===== config.mk =====
export PLATFORM = sky130hd
export DESIGN_NAME = control_unit
export DESIGN_NICKNAME = d
export VERILOG_FILES = /design/src/rtl/control_unit.sv
export SDC_FILE = /design/constraint.sdc
export NUM_CORES = 1
export LEC_CHECK = 0
export CAP_MARGIN = 20
export CORE_AREA = 4 4 52 54
export CTS_BUF_LIST = sky130_fd_sc_hd__clkbuf_4 sky130_fd_sc_hd__clkbuf_8
export DETAILED_ROUTE_END_ITERATION = 6
export DIE_AREA = 0 0 56 58
export PLACE_DENSITY = 0.76
export RECOVER_POWER = 50
export SYNTH_ARGS = -nofsm -noshare
export SYNTH_HDL_FRONTEND = slang
export SYNTH_SLANG_ARGS = --single-unit

===== constraint.sdc =====
create_clock -name clock -period 1.6 [get_ports clock]
set_clock_uncertainty 0.15 [all_clocks]
set_input_delay 0.16 -clock clock [delete_from_list [all_inputs] [get_ports clock]]
set_output_delay 0.16 -clock clock [all_outputs]
set_load 0.02 [all_outputs]

===== src/rtl/control_unit.sv =====
// control_unit: hardwired Moore sequencer for the simple CPU datapath.
// Ports:
//   clock        rising-edge system clock
//   clear        asynchronous active-low reset
//   IR           instruction register, opcode in IR[31:27]
//   stop         halt request, sampled in the last state of an instruction
//   PCout..Rout  1-bit datapath strobes
//   alu_op       ALU function select, valid in T4 of ALU instructions
//   run          high while executing (T0..T6)
//   state        current state encoding, for debug
// Build option: define CONTROL_UNIT_MULDIV_EN to support mul/div (state T6).
module control_unit (
    input  logic        clock,
    input  logic        clear,
    input  logic [31:0] IR,
    input  logic        stop,
    output logic        PCout,
    output logic        PCin,
    output logic        IncPC,
    output logic        MARin,
    output logic        Read,
    output logic        MDRin,
    output logic        MDRout,
    output logic        IRin,
    output logic        Yin,
    output logic        Zin,
    output logic        Zlowout,
    output logic        Zhighout,
    output logic        HIin,
    output logic        LOin,
    output logic        Gra,
    output logic        Grb,
    output logic        Grc,
    output logic        Rin,
    output logic        Rout,
    output logic [3:0]  alu_op,
    output logic        run,
    output logic [3:0]  state
);

    typedef enum logic [3:0] {
        RST  = 4'd0,
        T0   = 4'd1,
        T1   = 4'd2,
        T2   = 4'd3,
        T3   = 4'd4,
        T4   = 4'd5,
        T5   = 4'd6,
        T6   = 4'd7,
        HALT = 4'd8
    } state_t;

    typedef enum logic [3:0] {
        OP_ADD  = 4'd0,
        OP_SUB  = 4'd1,
        OP_AND  = 4'd2,
        OP_OR   = 4'd3,
        OP_SHR  = 4'd4,
        OP_SHRA = 4'd5,
        OP_SHL  = 4'd6,
        OP_ROR  = 4'd7,
        OP_ROL  = 4'd8,
        OP_MUL  = 4'd9,
        OP_DIV  = 4'd10,
        OP_NEG  = 4'd11,
        OP_NOT  = 4'd12
    } alu_t;

    state_t     cur;
    state_t     nxt;
    logic [4:0] opcode;
    logic [3:0] alu_code;
    logic       is_alu;
    logic       is_md;
    logic       is_unary;
    logic       is_nop;
    logic       unused_ir;

    assign opcode    = IR[31:27];
    assign unused_ir = ^IR[26:0];

    // Opcode classification; halt and every unlisted opcode fall to default.
    always_comb begin
        alu_code = OP_ADD;
        is_alu   = 1'b0;
        is_md    = 1'b0;
        is_unary = 1'b0;
        is_nop   = 1'b0;
        case (opcode)
            5'b00011: begin is_alu = 1'b1; alu_code = OP_ADD;  end
            5'b00100: begin is_alu = 1'b1; alu_code = OP_SUB;  end
            5'b00101: begin is_alu = 1'b1; alu_code = OP_AND;  end
            5'b00110: begin is_alu = 1'b1; alu_code = OP_OR;   end
            5'b00111: begin is_alu = 1'b1; alu_code = OP_SHR;  end
            5'b01000: begin is_alu = 1'b1; alu_code = OP_SHRA; end
            5'b01001: begin is_alu = 1'b1; alu_code = OP_SHL;  end
            5'b01010: begin is_alu = 1'b1; alu_code = OP_ROR;  end
            5'b01011: begin is_alu = 1'b1; alu_code = OP_ROL;  end
`ifdef CONTROL_UNIT_MULDIV_EN
            5'b01111: begin
                is_alu   = 1'b1;
                is_md    = 1'b1;
                alu_code = OP_MUL;
            end
            5'b10000: begin
                is_alu   = 1'b1;
                is_md    = 1'b1;
                alu_code = OP_DIV;
            end
`endif
            5'b10001: begin
                is_alu   = 1'b1;
                is_unary = 1'b1;
                alu_code = OP_NEG;
            end
            5'b10010: begin
                is_alu   = 1'b1;
                is_unary = 1'b1;
                alu_code = OP_NOT;
            end
            5'b11011: is_nop = 1'b1;
            default:  ;
        endcase
    end

    // stop is only honoured in the last state of each instruction.
    always_comb begin
        nxt = cur;
        case (cur)
            RST: nxt = T0;
            T0:  nxt = T1;
            T1:  nxt = T2;
            T2:  nxt = T3;
            T3: begin
                if (is_alu)
                    nxt = T4;
                else if (is_nop)
                    nxt = stop ? HALT : T0;
                else
                    nxt = HALT;
            end
            T4:  nxt = T5;
            T5: begin
                if (is_md)
                    nxt = T6;
                else
                    nxt = stop ? HALT : T0;
            end
`ifdef CONTROL_UNIT_MULDIV_EN
            T6:  nxt = stop ? HALT : T0;
`endif
            HALT: nxt = HALT;
            default: nxt = HALT;
        endcase
    end

    always_ff @(posedge clock or negedge clear) begin
        if (!clear)
            cur <= RST;
        else
            cur <= nxt;
    end

    // Moore decode: strobes depend only on state and IR, so entering RST
    // asynchronously clears every strobe without waiting for a clock.
    always_comb begin
        PCout    = 1'b0;
        PCin     = 1'b0;
        IncPC    = 1'b0;
        MARin    = 1'b0;
        Read     = 1'b0;
        MDRin    = 1'b0;
        MDRout   = 1'b0;
        IRin     = 1'b0;
        Yin      = 1'b0;
        Zin      = 1'b0;
        Zlowout  = 1'b0;
        Zhighout = 1'b0;
        HIin     = 1'b0;
        LOin     = 1'b0;
        Gra      = 1'b0;
        Grb      = 1'b0;
        Grc      = 1'b0;
        Rin      = 1'b0;
        Rout     = 1'b0;
        alu_op   = 4'd0;
        case (cur)
            T0: begin
                PCout = 1'b1;
                MARin = 1'b1;
                IncPC = 1'b1;
                Zin   = 1'b1;
            end
            T1: begin
                Zlowout = 1'b1;
                PCin    = 1'b1;
                Read    = 1'b1;
                MDRin   = 1'b1;
            end
            T2: begin
                MDRout = 1'b1;
                IRin   = 1'b1;
            end
            T3: begin
                if (is_alu) begin
                    Grb  = 1'b1;
                    Rout = 1'b1;
                    Yin  = 1'b1;
                end
            end
            T4: begin
                if (is_alu) begin
                    Rout   = 1'b1;
                    Grc    = !is_unary;
                    Grb    = is_unary;
                    alu_op = alu_code;
                    Zin    = 1'b1;
                end
            end
            T5: begin
                if (is_alu) begin
                    Zlowout = 1'b1;
                    Gra     = !is_md;
                    Rin     = !is_md;
`ifdef CONTROL_UNIT_MULDIV_EN
                    LOin    = is_md;
`endif
                end
            end
`ifdef CONTROL_UNIT_MULDIV_EN
            T6: begin
                if (is_md) begin
                    Zhighout = 1'b1;
                    HIin     = 1'b1;
                end
            end
`endif
            default: ;
        endcase
    end

    assign run   = (cur != RST) && (cur != HALT);
    assign state = cur;

endmodule


==> results.md <==
- Status: finished with violations
- Failing checks: negative setup slack
- Reg-to-reg startpoint: state[2]$_DFF_PN0_
- Max reg flops: 4
- Sw Share: a little under two fifths
- Worst Path Required: ~1.3 ns
- Cts bufs inserted: 3
- Area growth from synthesis to layout: 167.5%
- Filler cells: 169
- Internal power: around 0.42 mW
- Routed via count: ~820
- CTS tree: done
- Post-placement cell area: about 0.0012 mm2
- Iter 0 DRT Violations: 6
- Final Core Density: ~65%
- Post-synth cell types: 27
- Synthesized instance count: 78
- Leakage: about 0.65 nW
- Via/cell ratio: 4.835
- Initial antenna violation count: 0
- Area of the multi-input gates: between 500 and 600 um2
- I/O pins: 63
- Crit. End Element: primary output
- PwrDens: 476.0 mW/mm2
- Endpoints failing hold: 0
- Routed Antenna Nets: 0
- R2R depth: 5
- Fin area: roughly 0.0014 mm2
- Worst Path Buf+Inv: 3
- H-Tree Depth: 1
- Post-route minimum period: around 1.7 ns
- Root Driver: clkbuf_4
- Clock sink count: 4
- Final hold slack: approximately 0.33 ns
- Clock slew at reported path FFs: 0.04 ns
- Drt first pass iters: 4
- Worst Hold Launch: IR[30]
- Die area: roughly 0.0032 mm2
- Critical Path, Cell by Cell: buf_6 > or3b_4 > o32ai_4 > nor2_4 > buf_4 > a211oi_2 > buf_4
- Worst endpoint data arrival time: around 1.4 ns
- Row count: 17
- Antenna Cells: 0
- CP delay by family, top: simple AND/OR/NAND/NOR gates
- Area of the core: between 0.002 and 0.0025 mm2
- Yosys reg bits: 4
- Clock share of power: 24.1%
- Global-route wire length before repair: 3.815 mm
- Global router's overall resource usage: about 14%
- Total negative slack: -1.284 ns
- Final #Nets: 178
- GPL Wtd Cong: around 0.78
- Crit share post-route: 108.8%
- Post-synthesis sequential area ratio: a little under a fifth
- Register share of total power: between 10% and 20%
- Worst Hold Endpoint: state[0]$_DFF_PN0_
- Largest net degree at the start of global routing: 9
- Slowest-stage cell, CP: or3b_4
- Syn Area/Cell: just under 7 um2
- Die height: 58 um
- Clock latency on the worst-skew pair: roughly 0.24 ns
- DP Wirelength: around 1.6 mm
- RSZ-0062 raised after global routing: true
- Switching pwr: between 0.2 and 0.3 mW
- Worst setup margin: -0.1410 ns
- Synthesized area: ~540 um2
- DRT Wirelength: roughly 2.5 mm
- Longest Clk Path Bufs: 2
- Maximum vdd drop: ~0.00041 V
- Crit-path max FO: 4
- Max Cap Viol: 0
- Starting Density: 24.21%
- Slowest stage delay, CP: roughly 0.41 ns
- FMAX: between 0.5 and 0.6 GHz
- Post-place setup slack: -0.9154 ns
- Path type of the worst min-delay path: in -> reg
- Reg area: slightly above 100 um2
- Chip width: between 50 and 60 um
- PortBufs: 32
- Final slew viol count: 0
- Startpoint types: input port
- WHS Path Cells: 4
- Reg2reg end: state[3]$_DFF_PN0_
- Yosys warning count: 0
- Worst reg2reg setup slack: roughly 0.030 ns
- Grt ovf: 0
- Comb pwr share: a little under 60%
- Final setup fails: 20
- Crit Path Class: in -> out
- Remaining DRCs: 0
- Vias in the first global route: roughly 800
- Share of layout cells above drive strength 1: about 73%
- Wire per inst: about 15 um
- Cell mode on critical path: buf_4
## repair_timing
| action | in CTS | in global routing |
|---|---|---|
| pin swaps | 14 | 12 |
| endpoints found under the setup margin | 27 | 21 |
| buffers inserted | 8 | 5 |
| hold endpoints to repair | 4 | 0 |
| resized for setup | 156 | 19 |
| hold buffers | 1 | 0 |
## worst reg2reg max path: stages (launching register included)
cell and delay, ns:
dfrtp_1 0.42, buf_6 0.16, buf_12 0.12, buf_4 0.12
o211a_1 0.12, a311o_1 0.34
## area by class of cell
class | count | share of cell area [%]
clock buffer | 4 | 2.096
inverter | 2 | 0.5240
multi-input combinational | 60 | 41.48
sequential | 4 | 7.249
tap | 28 | 2.445
timing repair buffer | 72 | 46.20
## cells in the mapped netlist (all sizes together)
cell type | n | area (um2)
or2b | 1 | 7.510
o21bai | 1 | 7.510
or3 | 1 | 6.260
or4 | 1 | 7.510
nor3b | 2 | 15.01
o211a | 1 | 10.01
o21ai | 2 | 10.01
o22ai | 1 | 6.260
or3b | 1 | 11.26
nand2b | 5 | 31.28
a211oi | 2 | 15.01
clkbuf | 5 | 18.77
and3 | 1 | 6.260
xnor2 | 2 | 17.52
dfrtp | 4 | 100.1
inv | 2 | 7.510
nor3 | 8 | 40.04
o21a | 1 | 7.510
nand2 | 6 | 22.52
a21oi | 3 | 15.01
nor2 | 12 | 45.04
a31oi | 2 | 12.51
buf | 9 | 67.56
o32ai | 1 | 16.27
conb | 1 | 3.750
a311o | 2 | 20.02
o31ai | 1 | 7.510
## power by group through the flow
| stage | registers [mW] | clock network [mW] | logic [mW] |
|---|---|---|---|
| floorplan | 0.132 | 0 | 0.194 |
| global placement | 0.128 | 0 | 0.305 |
| detailed placement | 0.128 | 0 | 0.311 |
| CTS | 0.124 | 0.167 | 0.361 |
| global route | 0.126 | 0.178 | 0.420 |
| finish | 0.124 | 0.164 | 0.393 |
## per-stage QoR
step | std cells | power (mW)
after floorplan | 80 | 0.3260
after global placement | 152 | 0.4333
after detailed placement | 152 | 0.4393
after CTS | 165 | 0.6516
after global routing | 170 | 0.7244
final | 170 | 0.6819
## kinds of logic after synthesis
group | share of synthesized area, %
xor gates and xnor gates | 3.272
AOI/OAI and AO/OA | 23.83
other | 0.7003
DFF | 18.69
and+or+nand+nor | 35.98
buffers and inverters | 17.52
## cell usage in the layout, fill, tap and decap left out, drive strengths merged, types with 2 or more instances in the layout
cell type | netlist | routed
dfrtp | 4 | 4
a311o | 2 | 2
a31oi | 2 | 2
nand2 | 6 | 6
dlygate4sd2 | 0 | 4
conb | 1 | 3
inv | 2 | 2
xnor2 | 2 | 2
nor3b | 2 | 2
clkbuf | 5 | 5
nor3 | 8 | 8
a21oi | 3 | 3
o21ai | 2 | 2
nand2b | 5 | 5
nor2 | 12 | 12
dlygate4sd3 | 0 | 2
a211oi | 2 | 2
buf | 9 | 64
## worst max-delay path by stage
stage | from | end | cells after the start
floorplan | state[3]$_DFF_PN0_ | Grc | 5
global placement | IR[31] | Zlowout | 6
detailed placement | IR[31] | Zlowout | 6
CTS | IR[29] | Grb | 7
global route | IR[29] | Gra | 7
finish | IR[29] | Zlowout | 7
## per-layer routing
layer / up-vias / wire, um / GRT usage [%]
li1: 391 / - / -
met1: 400 / 1019 / 19.23
met2: 28 / 1347 / 24.21
met3: 3 / 97 / 2.004
met4: 0 / 8 / 4.068
met5: - / 0 / 0
No activity file was read; power rests on OpenSTA's default activity.
